### src/rtl/store_buffer.sv
// Store buffer: circular FIFO of pending stores draining into data memory.
// Define STBUF_FWD_EN to forward matching store data to loads; otherwise matching loads stall.
module store_buffer #(
  parameter int DEPTH = 4
) (
  input  logic                   clk,
  input  logic                   reset,
  input  logic                   cpu_we,
  input  logic                   cpu_re,
  input  logic [31:0]            cpu_addr,
  input  logic [31:0]            cpu_wdata,
  output logic [31:0]            cpu_rdata,
  output logic                   cpu_stall,
  output logic [31:0]            mem_raddr,
  input  logic [31:0]            mem_rdata,
  output logic                   mem_we,
  output logic [31:0]            mem_waddr,
  output logic [31:0]            mem_wdata,
  input  logic                   mem_ready,
  output logic                   empty,
  output logic [$clog2(DEPTH):0] count
);
  localparam int AW = $clog2(DEPTH);
  localparam int CW = AW + 1;
  localparam logic [CW-1:0] FULL_CNT = CW'(DEPTH);

  logic [AW-1:0]    head_q, head_d;
  logic [AW-1:0]    tail_q, tail_d;
  logic [CW-1:0]    count_q, count_d;
  logic [29:0]      addr_q [DEPTH];
  logic [29:0]      addr_d [DEPTH];
  logic [31:0]      data_q [DEPTH];
  logic [31:0]      data_d [DEPTH];
  logic [AW-1:0]    off_s;
  logic [DEPTH-1:0] valid_s;
  logic [DEPTH-1:0] match_s;
  logic             hit_s;
  logic             full_s;
  logic             push_s;
  logic             pop_s;

  // Occupancy per physical slot and word-address match against the current load.
  always_comb begin
    valid_s = '0;
    match_s = '0;
    off_s   = '0;
    for (int i = 0; i < DEPTH; i++) begin
      off_s      = AW'(i) - head_q;
      valid_s[i] = ({1'b0, off_s} < count_q);
      match_s[i] = valid_s[i] && (addr_q[i] == cpu_addr[31:2]);
    end
    hit_s = |match_s;
  end

`ifdef STBUF_FWD_EN
  logic [AW-1:0] fwd_idx_s;
  logic [31:0]   fwd_data_s;

  // Walk oldest to youngest so the youngest matching entry wins.
  always_comb begin
    fwd_idx_s  = '0;
    fwd_data_s = 32'h0000_0000;
    for (int k = 0; k < DEPTH; k++) begin
      fwd_idx_s = head_q + AW'(k);
      if (match_s[fwd_idx_s]) begin
        fwd_data_s = data_q[fwd_idx_s];
      end else begin
        fwd_data_s = fwd_data_s;
      end
    end
  end

  // Load data: forwarded store data on a hit, memory otherwise.
  always_comb begin
    if (cpu_re && hit_s) begin
      cpu_rdata = fwd_data_s;
    end else begin
      cpu_rdata = mem_rdata;
    end
  end
`else
  // Load data always comes from memory; hazards are resolved by stalling.
  always_comb begin
    cpu_rdata = mem_rdata;
  end
`endif

  // Handshakes, stall and next-state for pointers and occupancy.
  always_comb begin
    full_s    = (count_q == FULL_CNT);
    empty     = (count_q == CW'(0));
    count     = count_q;
    mem_raddr = cpu_addr;
    mem_we    = !empty;
    mem_waddr = {addr_q[head_q], 2'b00};
    mem_wdata = data_q[head_q];
    push_s    = cpu_we && !full_s;
    pop_s     = mem_we && mem_ready;
`ifdef STBUF_FWD_EN
    cpu_stall = cpu_we && full_s;
`else
    cpu_stall = (cpu_we && full_s) || (cpu_re && hit_s);
`endif
    if (push_s) begin
      tail_d = tail_q + AW'(1);
    end else begin
      tail_d = tail_q;
    end
    if (pop_s) begin
      head_d = head_q + AW'(1);
    end else begin
      head_d = head_q;
    end
    case ({push_s, pop_s})
      2'b10:   count_d = count_q + CW'(1);
      2'b01:   count_d = count_q - CW'(1);
      default: count_d = count_q;
    endcase
  end

  // Entry storage next-state: write the new store at the tail slot.
  always_comb begin
    addr_d = addr_q;
    data_d = data_q;
    if (push_s) begin
      addr_d[tail_q] = cpu_addr[31:2];
      data_d[tail_q] = cpu_wdata;
    end else begin
      addr_d[tail_q] = addr_q[tail_q];
      data_d[tail_q] = data_q[tail_q];
    end
  end

  // Control state; reset discards every pending store.
  always_ff @(posedge clk or posedge reset) begin
    if (reset) begin
      head_q  <= '0;
      tail_q  <= '0;
      count_q <= '0;
    end else begin
      head_q  <= head_d;
      tail_q  <= tail_d;
      count_q <= count_d;
    end
  end

  // Entry payload needs no reset: only slots counted as valid are ever read.
  always_ff @(posedge clk) begin
    addr_q <= addr_d;
    data_q <= data_d;
  end

endmodule

### config.mk
export PLATFORM = sky130hd
export DESIGN_NAME = store_buffer
export DESIGN_NICKNAME = d
export VERILOG_FILES = /design/src/rtl/store_buffer.sv
export SDC_FILE = /design/constraint.sdc
export NUM_CORES = 1
export LEC_CHECK = 0
export ABC_CLOCK_PERIOD_IN_PS = 8300
export CAP_MARGIN = 15
export CORE_ASPECT_RATIO = 0.75
export CORE_UTILIZATION = 61
export CTS_BUF_LIST = sky130_fd_sc_hd__clkbuf_4
export DETAILED_ROUTE_END_ITERATION = 10
export PLACE_DENSITY = 0.91
export SYNTH_ARGS = -nofsm -noshare
export SYNTH_HDL_FRONTEND = slang
export SYNTH_SLANG_ARGS = --single-unit
### constraint.sdc
create_clock -name clk -period 8.3 [get_ports clk]
set_clock_uncertainty 0.15 [all_clocks]
set_input_delay 1.66 -clock clk [delete_from_list [all_inputs] [get_ports clk]]
set_output_delay 1.66 -clock clk [all_outputs]
set_load 0.005 [all_outputs]
* Yosys cells after proc, flatten, opt, wreduce, memory -nomap -nowiden *
Cells that the tools add are included.
W data, S select, Z words.

operators by class
  add/sub/neg operators = 8
  order comparisons = 7
  equality and inequality tests = 7
  muxes and demuxes = 23
  bitwise logic cells = 2
  reduce and logical (&&, ||, !) cells = 15

operators with widths
  cell                   count
  $bwmux W128            2
  $bwmux W120            2
  $mux W32               5
  $mux W30               5
  $bmux W32 S2           2
  $mux W128              1
  $bmux W30 S2           2
  $eq A30 B30 Y1         4
  $mux W120              1
  $demux W32 S2          1
  $demux W30 S2          1
  $lt A2 B3 Y1           4
  $logic_and A1 B1 Y1    9
  $ge A3 B3 Y1 const B   2
  $not A2 Y3             2
  $pmux W3 S2            1
  $add A2 B1 Y2 const B  2
  $reduce_or A4 Y1       1
  $sub A1 B2 Y2 const A  2
  $sub A2 B2 Y2 const A  2
  $add A3 B1 Y3 const B  1
  $eq A3 B3 Y1 const B   1
  $logic_not A3 Y1       1
  $lt A3 B1 Y1 const B   1
  6 further kinds        7

storage, ports and cells
  flip-flop bits (word level) = 255
  bits of input ports = 101
  output and inout port bits = 134
  word-level logic and storage cells = 73

* Depth between registers and ports, before layout *
  depth after elaboration = 7
  depth in mapped cells = 11
  depth with buffers taken out = 10

* Worst setup path before layout *
OpenSTA, ideal clock, no wires.

  path kind = input to output
  start = in cpu_addr[28]
  end = out cpu_stall
  arrival = 2779 ps
  required time = 6490 ps
  setup slack = 3711 ps
  stages = 6
  path through = buf_2 xor2_1 nor4_1 nand4_1 a2111oi_0 or4_1

between the ends
  longest elaborated chain between the ends = 5
  elaborated cells on any way between the ends = 11
  those cells by class = 4 x eq/ne; 7 x reduce/logical

ends and longest elaborated chain
  what                   RTL line  text
  start, declared        10        input logic [31:0] cpu_addr,
  $eq A30 B30 Y1         50        match_s[i] = valid_s[i] && (addr_q[i] == cpu_addr[31:2]);
  $logic_and A1 B1 Y1    50
  $reduce_or A4 Y1 *     52        hit_s = |match_s;
  $logic_and A1 B1 Y1 *  102       cpu_stall = (cpu_we && full_s) || (cpu_re && hit_s);
  $logic_or A1 B1 Y1 *   102
  end, declared          13        output logic cpu_stall,

Every way passes the cells marked *; elsewhere a longest branch is shown, timed or not.

* Worst setup path after layout *
  start = in cpu_addr[16]
  end = out cpu_stall

Same word-level chain as after synthesis.

==> flow_metrics.env <==
export IMPL_reg2reg_to="data_q[66]"
export IMPL_crit_type="input pin to output pin"
export IMPL_antenna_found_initial=2
export IMPL_gp_congestion=0.9898
export IMPL_worst_ep_required_time_ps=6490
export IMPL_rsz0062_at_grt="false"
export IMPL_avgSynthCellArea_um2=14.76
export IMPL_ys_seq_area_share_pct=48.96
export IMPL_synth_ff_type="edfxtp_1"
export IMPL_grt_pass1_vias=9446
export IMPL_path_max_fanout=6
export IMPL_crit_path_end="cpu_stall"
export IMPL_crit_top_cell="clkdlybuf4s50_1"
export IMPL_fin_nets=1253
export IMPL_cts_sinks=255
export IMPL_setup_tns_ps=0
export IMPL_io_pins=235
export IMPL_fin_util_pct=70.20
export IMPL_placement_io_buffers=164
export IMPL_synthArstFlopShare_pct=2.745
export IMPL_ir_drop_v=0.0002257
export IMPL_fp_dieH_um=140.4
export IMPL_drt_total_wl_um=35500
export IMPL_min_path_type="register to register"
export IMPL_hold_viol=0
export IMPL_fin_crit_sh_pct=76.20
export IMPL_highest_layer="met5"
export IMPL_slowest_stage="nor4_1"
export IMPL_synth_common_cells="and2_1 (248), edfxtp_1 (248), mux4_2 (120), xor2_1 (93), buf_4 (71)"
export IMPL_design_area_mm2=0.01757
export IMPL_vias=9305
export IMPL_drtAntennaViolNets=0
export IMPL_grt_total_usage_pct=27.73
export IMPL_netlist_area_leader_share_pct=47.83
export IMPL_arrival_ps=4510
export IMPL_rows=50
export IMPL_worst_slew_pin_slew_ps=1117
export IMPL_clk_latency_ps=690
export IMPL_wl_met1_um=14310
export IMPL_final_max_slew_violation_count=0
export IMPL_syn_inst=1055
export IMPL_yosys_warnings=0
export IMPL_ff2ff_path_depth=6
export IMPL_post_cts_buffers=0
export IMPL_critPathCaptureType="output pin"
export IMPL_worst_slack_ps=1975
export IMPL_placed_cell_area_mm2=0.01677
export IMPL_grt_max_degree=101
export IMPL_viasPerCell=6.118
export IMPL_crit_start="cpu_addr[16]"
export IMPL_cts_clk_slew_worst_paths_ps=60
export IMPL_synth_top_cells_by_area="edfxtp_1 (48%), mux4_2 (17%), and2_1 (10%)"
export IMPL_postCtsResizedCells=0
export IMPL_grt_overflow_total=0
export IMPL_grt_pass1_wl_um=54600
export IMPL_wl_met3_um=4027
export IMPL_reg2reg_slack_ps=5120
export IMPL_period_needed_ps=6325
export IMPL_die_width_um=186.5
export IMPL_crit_chain="clkdlybuf4s50_1 -> xor2_1 -> nor4_1 -> nand4_1 -> a2111oi_0 -> or4_1 -> clkdlybuf4s50_1"
export IMPL_dp_final_hpwl_um=22610
export IMPL_initial_core_util_pct=62.22
export IMPL_r2r_start="count[0]"
export IMPL_synthesis_area_mm2=0.01557
export IMPL_area_growth_pct=12.83
export IMPL_path_buf_inv=2
export IMPL_setup_viol=0
export IMPL_layout_drive_gt1_share_pct=25.63
export IMPL_drt_initial_drc_count=946
export IMPL_outcome="finished clean"
export IMPL_leakage_nw=6.381
export IMPL_numCtsBuffers=66
export IMPL_totalPowerFinal_mw=7.527
export IMPL_htree_num_levels=3
export IMPL_ys_types=35
export IMPL_core_area_mm2=0.02502
export IMPL_dieArea_mm2=0.02617
export IMPL_cp_depth=7
export IMPL_synth_top_area_cell="edfxtp_1"
export IMPL_post_place_ws_ps=2151
export IMPL_fmax_ghz=0.1581
export IMPL_slew_headroom_pct=25.51
export IMPL_critical_path_max_stage_delay_ps=770
export IMPL_drtPass1Iterations=5
export IMPL_synth_edf_count=248
export IMPL_path_delay_family="simple AND/OR/NAND/NOR gates"
export IMPL_clockBufferDepth=3
export IMPL_drc=0
export IMPL_critPathLaunchType="input pin"
export IMPL_maxCapViolations=0
export IMPL_ys_ff_latch=255
export IMPL_dr_wl_met2_um=16470
export IMPL_cts_tree="done"
export IMPL_clockRootBuffer="clkbuf_4"
export IMPL_p_per_area_mw_per_mm2=428.5
export IMPL_routedWlPerCell_um=23.34
export IMPL_cts_hold_buf=0
[worst min-delay path by stage]
stage / from / to / slack, ps / cells after the start
after floorplan: count[0] / count[0] / 380 / 1
after global placement: count[0] / count[0] / 390 / 1
after detailed placement: count[0] / count[0] / 440 / 1
after CTS: count[0] / count[0] / 440 / 1
after global routing: count[0] / count[0] / 460 / 1
final: count[0] / count[0] / 440 / 1
[sequential cells by signal, indices dropped and copies added (netlist names)]
register	cells
addr_q	120
count	3
data_q	128
tail_q	2
head_q	2
[report_power, final]
group          leakage, nW  internal, mW  switching (mW)
Sequential            2.48          2.25           0.445
Combinational         3.42          2.07            1.69
Clock                0.482         0.558           0.512
Total                 6.38          4.88            2.65
[area by class of cell]
cell class / count / area, um^2
Tap cell: 338 / 422.9
Antenna cell: 1 / 2.502
Clock inverter: 12 / 75.07
Inverter: 11 / 41.29
Fill cell: 1675 / 7457
Multi-Input combinational cell: 635 / 6963
Sequential cell: 255 / 7632
Timing Repair Buffer: 173 / 1709
Clock buffer: 96 / 720.7
[through the flow]
stage               instances  hold WS (ps)
finish                   1521         443.7
detailed placement       1412         436.3
global route             1521         459.2
CTS                      1520         444.2
floorplan                1056         375.4
global placement         1412         393.5
[routing by layer]
layer	up-vias	GRT usage, %
li1	4033	-
met1	4712	39.36
met2	494	42.05
met3	64	7.567
met4	2	8.671
met5	-	0
[cell usage in the layout (no fill, tap or decap), drive strengths merged, types with 5 or more instances in the layout]
| cell | count |
|---|---|
| xor2 | 93 |
| mux2 | 63 |
| and2 | 248 |
| clkdlybuf4s50 | 164 |
| nor4 | 20 |
| inv | 15 |
| mux4 | 124 |
| dfrtp | 7 |
| nand4 | 12 |
| clkbuf | 96 |
| buf | 9 |
| clkinv | 6 |
| a21oi | 5 |
| ha | 9 |
| xnor2 | 34 |
| edfxtp | 248 |
[kinds of logic after synthesis]
group,after synthesis,synth area share [%]
AO/OA/AOI/OAI,11,0.4741
XOR/XNOR,127,7.144
adder cells (fa/ha/maj),10,0.8518
buffers and inverters,166,6.718
flip-flops,255,48.96
multiplexers,188,24.05
other,1,0.02408
AND/OR/NAND/NOR,297,11.78
Power figures use the tool's default switching activity.
